File: src/rtl/id_decode_stage.sv
// ID stage for ARM data-processing instructions: splits fields for the EX ALU and
// shifter, evaluates the condition code and owns the NZCV status register.
module id_decode_stage (
  input  logic        clk,
  input  logic        reset,
  input  logic [31:0] instr_in,
  input  logic        instr_valid,
  input  logic        stall,
  input  logic        flush,
  input  logic [3:0]  ex_flags_in,
  input  logic        ex_s_in,
  output logic        valid_out,
  output logic [3:0]  alu_op,
  output logic        s_out,
  output logic [2:0]  i_cmd,
  output logic [11:0] shift_field,
  output logic [3:0]  rn,
  output logic [3:0]  rd,
  output logic [3:0]  rm,
  output logic        rf_we,
  output logic [3:0]  flags_out
);

  typedef enum logic [3:0] {
    COND_EQ = 4'h0, COND_NE, COND_CS, COND_CC, COND_MI, COND_PL, COND_VS, COND_VC,
    COND_HI, COND_LS, COND_GE, COND_LT, COND_GT, COND_LE, COND_AL, COND_NV
  } cond_e;

  typedef struct packed {
    logic        valid;
    logic [3:0]  alu_op;
    logic        s;
    logic [2:0]  i_cmd;
    logic [11:0] shift_field;
    logic [3:0]  rn;
    logic [3:0]  rd;
    logic [3:0]  rm;
    logic        rf_we;
  } idex_t;

  logic [3:0] flags_q, flags_d;
  idex_t      idex_q, idex_d, decoded;
  cond_e      cond;
  logic       cond_pass;
  logic       flag_n, flag_z, flag_c, flag_v;
  logic       accept;

  // The next status value doubles as the bypassed flags for the condition check.
  assign flags_d = ex_s_in ? ex_flags_in : flags_q;
  assign {flag_n, flag_z, flag_c, flag_v} = flags_d;
  assign cond = cond_e'(instr_in[31:28]);

  // NOTE: every always_comb output gets a default first so no path infers a latch.
  always_comb begin
    cond_pass = 1'b0;
    case (cond)
      COND_EQ: cond_pass = flag_z;
      COND_NE: cond_pass = !flag_z;
      COND_CS: cond_pass = flag_c;
      COND_CC: cond_pass = !flag_c;
      COND_MI: cond_pass = flag_n;
      COND_PL: cond_pass = !flag_n;
      COND_VS: cond_pass = flag_v;
      COND_VC: cond_pass = !flag_v;
      COND_HI: cond_pass = flag_c && !flag_z;
      COND_LS: cond_pass = !flag_c || flag_z;
      COND_GE: cond_pass = (flag_n == flag_v);
      COND_LT: cond_pass = (flag_n != flag_v);
      COND_GT: cond_pass = !flag_z && (flag_n == flag_v);
      COND_LE: cond_pass = flag_z || (flag_n != flag_v);
      COND_AL: cond_pass = 1'b1;
      default: cond_pass = 1'b0;
    endcase
  end

  // Register-shifted-register operands (I=0, bit4=1) are not supported.
  assign accept = instr_valid && cond_pass && (instr_in[27:26] == 2'b00)
                  && !(!instr_in[25] && instr_in[4]);

  always_comb begin
    decoded = '0;
    if (accept) begin
      decoded.valid       = 1'b1;
      decoded.alu_op      = instr_in[24:21];
      decoded.s           = instr_in[20];
      decoded.i_cmd       = instr_in[27:25];
      decoded.shift_field = instr_in[11:0];
      decoded.rn          = instr_in[19:16];
      decoded.rd          = instr_in[15:12];
      decoded.rm          = instr_in[3:0];
      // Compare/test opcodes 8..11 only produce flags.
      decoded.rf_we       = (instr_in[24:23] != 2'b10);
    end
  end

  always_comb begin
    idex_d = decoded;
    if (flush)      idex_d = '0;
    else if (stall) idex_d = idex_q;
  end

  // NOTE: sequential state uses non-blocking assignments so all registers update together.
  always_ff @(posedge clk) begin
    if (reset) begin
      idex_q  <= '0;
      flags_q <= '0;
    end else begin
      idex_q  <= idex_d;
      flags_q <= flags_d;
    end
  end

  assign valid_out   = idex_q.valid;
  assign alu_op      = idex_q.alu_op;
  assign s_out       = idex_q.s;
  assign i_cmd       = idex_q.i_cmd;
  assign shift_field = idex_q.shift_field;
  assign rn          = idex_q.rn;
  assign rd          = idex_q.rd;
  assign rm          = idex_q.rm;
  assign rf_we       = idex_q.rf_we;
  assign flags_out   = flags_q;

endmodule

File: config.mk
export PLATFORM = sky130hd
export DESIGN_NAME = id_decode_stage
export DESIGN_NICKNAME = d
export VERILOG_FILES = /design/src/rtl/id_decode_stage.sv
export SDC_FILE = /design/constraint.sdc
export NUM_CORES = 1
export LEC_CHECK = 0
export ABC_AREA = 1
export CAP_MARGIN = 30
export CORE_UTILIZATION = 43
export CTS_CLUSTER_DIAMETER = 200
export DETAILED_ROUTE_END_ITERATION = 16
export GPL_TIMING_DRIVEN = 0
export PLACE_DENSITY = 0.87
export SLEW_MARGIN = 30
export SYNTH_ARGS = -nofsm -noshare
export SYNTH_HDL_FRONTEND = slang
export SYNTH_SLANG_ARGS = --single-unit
File: constraint.sdc
create_clock -name clk -period 2.55 [get_ports clk]
set_input_delay 0.6375 -clock clk [delete_from_list [all_inputs] [get_ports clk]]
set_output_delay 0.6375 -clock clk [all_outputs]
set_load 0.05 [all_outputs]
# [Word level (Yosys, flattened, before mapping)]
# Index checks and enable logic that the tools add are counted.
[totals] ff_bits=38 inputBits=42 out_inout_bits=38 elab_cells=47
[op_classes] n_eq_ne=17 n_mux=3 reduce_logical=17
[ops] op="34-bit 2-to-1 mux" n=1
[ops] op="4-bit equality test (second input constant)" n=7
[ops] op="4-bit by 3-bit equality test with 1-bit output (second input constant)" n=4
[ops] op="1-bit one-hot mux with 15 select lines" n=1
[ops] op="4-bit by 2-bit equality test with 1-bit output (second input constant)" n=2
[ops] op="1-bit logical AND" n=6
[ops] op="1-bit logical NOT" n=6
[ops] op="4-bit by 1-bit equality test with 1-bit output (second input constant)" n=1
[ops] op="4-bit logical NOT" n=1
[ops] op="4-bit 2-to-1 mux" n=1
[ops] op="2-bit logical NOT" n=1
[ops] op="1-bit logical OR" n=2
[ops] op="2-bit != test (second input constant)" n=1
[ops] op="2-bit OR reduction" n=1
[ops] op="1-bit equality test" n=1
[ops] op="1-bit != test" n=1

# [Longest topological paths before layout]
[logic_depth] ltp_word=8 mapped_depth=12 mapped_depth_nobuf=11

# [Worst setup path after synthesis]
# No wires, ideal clock.
[synth_timing] path_kind="input -> register" startpoint="input ex_s_in" endpoint="register idex_q (netlist bit shift_field[0])" setup_ns=0.113 arrival_ns=1.563 required_time_ns=2.437 slack_ns=0.874 path_stages=11 path_buffers=1 cell_sequence="inv_2 > nand2_1 > nand2_1 > nor2_1 > nor2_1 > nand3_2 > nor2_4 > nand2_4 > buf_8 > nand3_2 > nand2_1"
[synth_between] elab_chain_len=8 elab_cells_between_ends=16 cone_classes="eq/ne: 2; mux: 3; reduce/logical: 11"
[synth_rtl] item="from (decl)" line="11" text="input logic ex_s_in,"
[synth_rtl] item="4-bit 2-to-1 mux (*)" line="49" text="assign flags_d = ex_s_in ? ex_flags_in : flags_q;"
[synth_rtl] item="1-bit != test (tied with other cells)" line="68, 70"
[synth_rtl] item="1-bit logical OR (tied with other cells)" line="70" text="COND_LE: cond_pass = flag_z || (flag_n != flag_v);"
[synth_rtl] item="1-bit one-hot mux with 15 select lines (*)" line="56" text="case (cond)"
[synth_rtl] item="1-bit logical AND (*) (2 in series)" line="77" text="assign accept = instr_valid && cond_pass && (instr_in[27:26] == 2'b00)"
[synth_rtl] item="1-bit logical AND (*)" line="78" text="&& !(!instr_in[25] && instr_in[4]);"
[synth_rtl] item="34-bit 2-to-1 mux (*)" line="82" text="if (accept) begin"
[synth_rtl] item="to (signal assigned)" line="108" text="idex_q <= idex_d;"
[synth_rtl] item="to (decl)" line="42" text="idex_t idex_q, idex_d, decoded;"
# Mark *: on every way between the ends. The rest lies on a longest branch, timed or not.
# A chain may end at the register's enable or synchronous reset.

# [Final worst setup path]
[layout_timing] startpoint="input reset" endpoint="register idex_q (netlist bit rn[2])"
[layout_between] elab_chain_len=1
[layout_rtl] item="from (decl)" line="5" text="input logic reset,"
[layout_rtl] item="2-bit OR reduction (no source line)"
# No other way between the ends.

==> impl_metrics.json <==
{
  "htreeDepth": 2,
  "placed_cells_incl_taps": 346,
  "grt_setup_unrepaired": "no",
  "drive_gt1_share_pct": 13.7,
  "cts_tree": "built",
  "vias": 1624,
  "timing.critical_path.fanout_max": 10,
  "die_w_um": 63.3,
  "sequential_cell_area_um2": 681,
  "die_h_um": 63.3,
  "first_pass_iters": 4,
  "slew_viol_final": 0,
  "drt_first_iter_violations": 92,
  "maximum_clock_skew_at_final_layout_ps": 3.41,
  "top_area_cell_type_share_of_the_netlist_area_pct": 42.1,
  "min_period_over_period_pct": 90.3,
  "hold-worst-slack_ps": 440,
  "areaGrowthSynthToFinish_pct": 57.5,
  "end_kind": "flop",
  "layout_setup_ws_ps": 248,
  "cell_area_after_layout_um2": 2550,
  "min_path_cells": 2,
  "clk-insertion-delay-late_ps": 280,
  "yosys_warnings": 0,
  "critPathKind": "input pin to flop",
  "critical_path_required_ps": 2780,
  "clock_tree.buffer_depth": 2,
  "synth-seq-area-share_pct": 42.1,
  "detail_route.wl_per_cell_um": 11.3,
  "max_slew_margin_pct": 54.5,
  "type_of_element_launching_the_critical_path": "input pin",
  "total_power_mw": 1.16,
  "fmax_mhz": 434,
  "vias_per_cell": 4.61,
  "grt.overflow.total": 0,
  "grt_first_pass_wirelength_mm": 6.72,
  "post_cts_resized": 0,
  "post_layout_nonfiller_instances": 352,
  "placement.io_buffers": 79,
  "core_area_um2": 3470,
  "critical_path_arrival_ps": 2530,
  "netlist_instances": 221,
  "syn_avg_cell_area_um2": 7.32,
  "postCtsHoldBufs": 0,
  "grt_antenna_before_repair": 0,
  "routed_wl_mm": 3.97,
  "grt.total_usage_pct": 21.5,
  "drtAntennaViolNets": 0,
  "worst_ir_drop_vdd_v": 0.000235,
  "syn_area_um2": 1620,
  "syn-num-nets": 263,
  "total_area_of_multi_input_combinational_cells_um2": 787,
  "outcome": "finished, final reports clean",
  "ys_types": 16,
  "grt_start_max_net_pins": 11,
  "place_ws_ps": -65.9,
  "route.detailed.drc": 0,
  "top_level_ports": 80,
  "final.fill_count": 301,
  "final-hold-violation-count": 0,
  "synth.ff_latch_count": 34,
  "synth_top_cells_by_area": "sky130_fd_sc_hd__dfxtp_1 42%, sky130_fd_sc_hd__nand2_1 22%, sky130_fd_sc_hd__nand3_2 12%, sky130_fd_sc_hd__nand3_1 4.6%, sky130_fd_sc_hd__inv_1 3.9%",
  "die_area_um2": 4010,
  "worst_pin_slew_ps": 680,
  "tritoncts.num_buffers": 5,
  "first_global_vias": 1540,
  "ctsRootBufferMaster": "sky130_fd_sc_hd__clkbuf_8",
  "initial_core_utilization_pct": 46.6,
  "p_leak_nw": 1.16,
  "antennaDiodeCount": 0,
  "layout.core_utilization_pct": 73.5,
  "setup_viol_count_final": 0,
  "final.min_clock_period_ps": 2300,
  "core.rowCount": 21,
  "cts.sinks": 34,
  "finalNetCount": 349,
  "timing.hold.worst.class": "flop to flop",
  "setup_total_negative_slack_ps": 0,
  "gp_congestion": 0.849,
  "cts.clk_slew.worst_paths_ps": 60,
  "power_density_over_the_cells_nw_per_um2": 454,
  "post-dp-hpwl_mm": 3.04,
  "synth_top_cell_by_area": "sky130_fd_sc_hd__dfxtp_1",
  "placement.cell_area_um2": 2470,
  "postCtsSetupRepairBufs": 0,
  "timing.reg2reg.worst_path_depth": 11,
  "cap_viol_max_count": 0
}
[logic make-up after synthesis]
logic type	share of synthesized area, %
AND/OR/NAND/NOR	46.2
flip-flops	42.1
buffers and inverters	9.28
AO/OA/AOI/OAI	2.47
[registers in the layout, summed over array words and instances, names as in the netlist]
name         count
shift_field     12
alu_op           4
flags_out        4
rd               4
rn               4
i_cmd            3
rf_we            1
s_out            1
valid_out        1
[where the power goes]
group	internal, mW	total (mW)	switching [mW]
Sequential	0.537	0.541	0.00367
Combinational	0.108	0.231	0.123
Clock	0.208	0.385	0.177
[area by class of cell]
class	instances	share of cell area, %
Timing Repair Buffer	79	31.0
Inverter	18	2.65
Sequential cell	34	26.7
Clock buffer	6	3.24
Buffer	10	3.24
Multi-Input combinational cell	159	30.9
Tap cell	46	2.26
[critical path, stage by stage]
cell,delay (ps)
sky130_fd_sc_hd__clkdlybuf4s50_1,500
sky130_fd_sc_hd__nor2_1,170
sky130_fd_sc_hd__inv_1,80
sky130_fd_sc_hd__nor2_1,530
sky130_fd_sc_hd__clkbuf_1,400
sky130_fd_sc_hd__nand2_1,110
sky130_fd_sc_hd__nand2_1,100
[routing by layer]
| metal | share of wire, % | GRT usage [%] | vias up | wire [um] |
|---|---|---|---|---|
| met4 | 1.7 | 9.38 | 0 | 68 |
| li1 | - | - | 852 | - |
| met3 | 6.2 | 6.88 | 7 | 245 |
| met1 | 43 | 24.2 | 710 | 1720 |
| met2 | 49 | 36.8 | 55 | 1940 |
| met5 | 0 | 0 | - | 0 |
[layout by cell type (no fill, tap or decap)]
master                            count
sky130_fd_sc_hd__a211oi_4             1
sky130_fd_sc_hd__nand2_2              4
sky130_fd_sc_hd__buf_4                6
sky130_fd_sc_hd__nor2_1              17
sky130_fd_sc_hd__clkdlybuf4s50_1     79
sky130_fd_sc_hd__clkbuf_8             6
sky130_fd_sc_hd__nand3_2             20
sky130_fd_sc_hd__nor2_4               1
sky130_fd_sc_hd__o21ai_1              3
sky130_fd_sc_hd__buf_8                2
sky130_fd_sc_hd__nand2_1             96
sky130_fd_sc_hd__nand3_1             15
sky130_fd_sc_hd__inv_1               17
sky130_fd_sc_hd__dfxtp_1             34
sky130_fd_sc_hd__inv_2                1
sky130_fd_sc_hd__nand2_4              1
sky130_fd_sc_hd__clkbuf_1             2
sky130_fd_sc_hd__a21oi_1              1
[path summary, 6_finish.rpt]
kind / to / slack, ps / startpoint
worst max-delay path: rn[2] / 250 / reset
worst min-delay path: i_cmd[1] / 440 / i_cmd[1]
worst max register to register: rn[2] / 1070 / flags_out[2]
worst min register to register: i_cmd[1] / 440 / i_cmd[1]
[cell usage after synthesis]
master and count:
sky130_fd_sc_hd__a211oi_4 1, sky130_fd_sc_hd__a21oi_1 1, sky130_fd_sc_hd__buf_4 6, sky130_fd_sc_hd__buf_8 2, sky130_fd_sc_hd__clkbuf_1 2, sky130_fd_sc_hd__dfxtp_1 34, sky130_fd_sc_hd__inv_1 17, sky130_fd_sc_hd__inv_2 1
sky130_fd_sc_hd__nand2_1 96, sky130_fd_sc_hd__nand2_2 4, sky130_fd_sc_hd__nand2_4 1, sky130_fd_sc_hd__nand3_1 15, sky130_fd_sc_hd__nand3_2 20, sky130_fd_sc_hd__nor2_1 17, sky130_fd_sc_hd__nor2_4 1, sky130_fd_sc_hd__o21ai_1 3
Power figures use the tool's default switching activity.
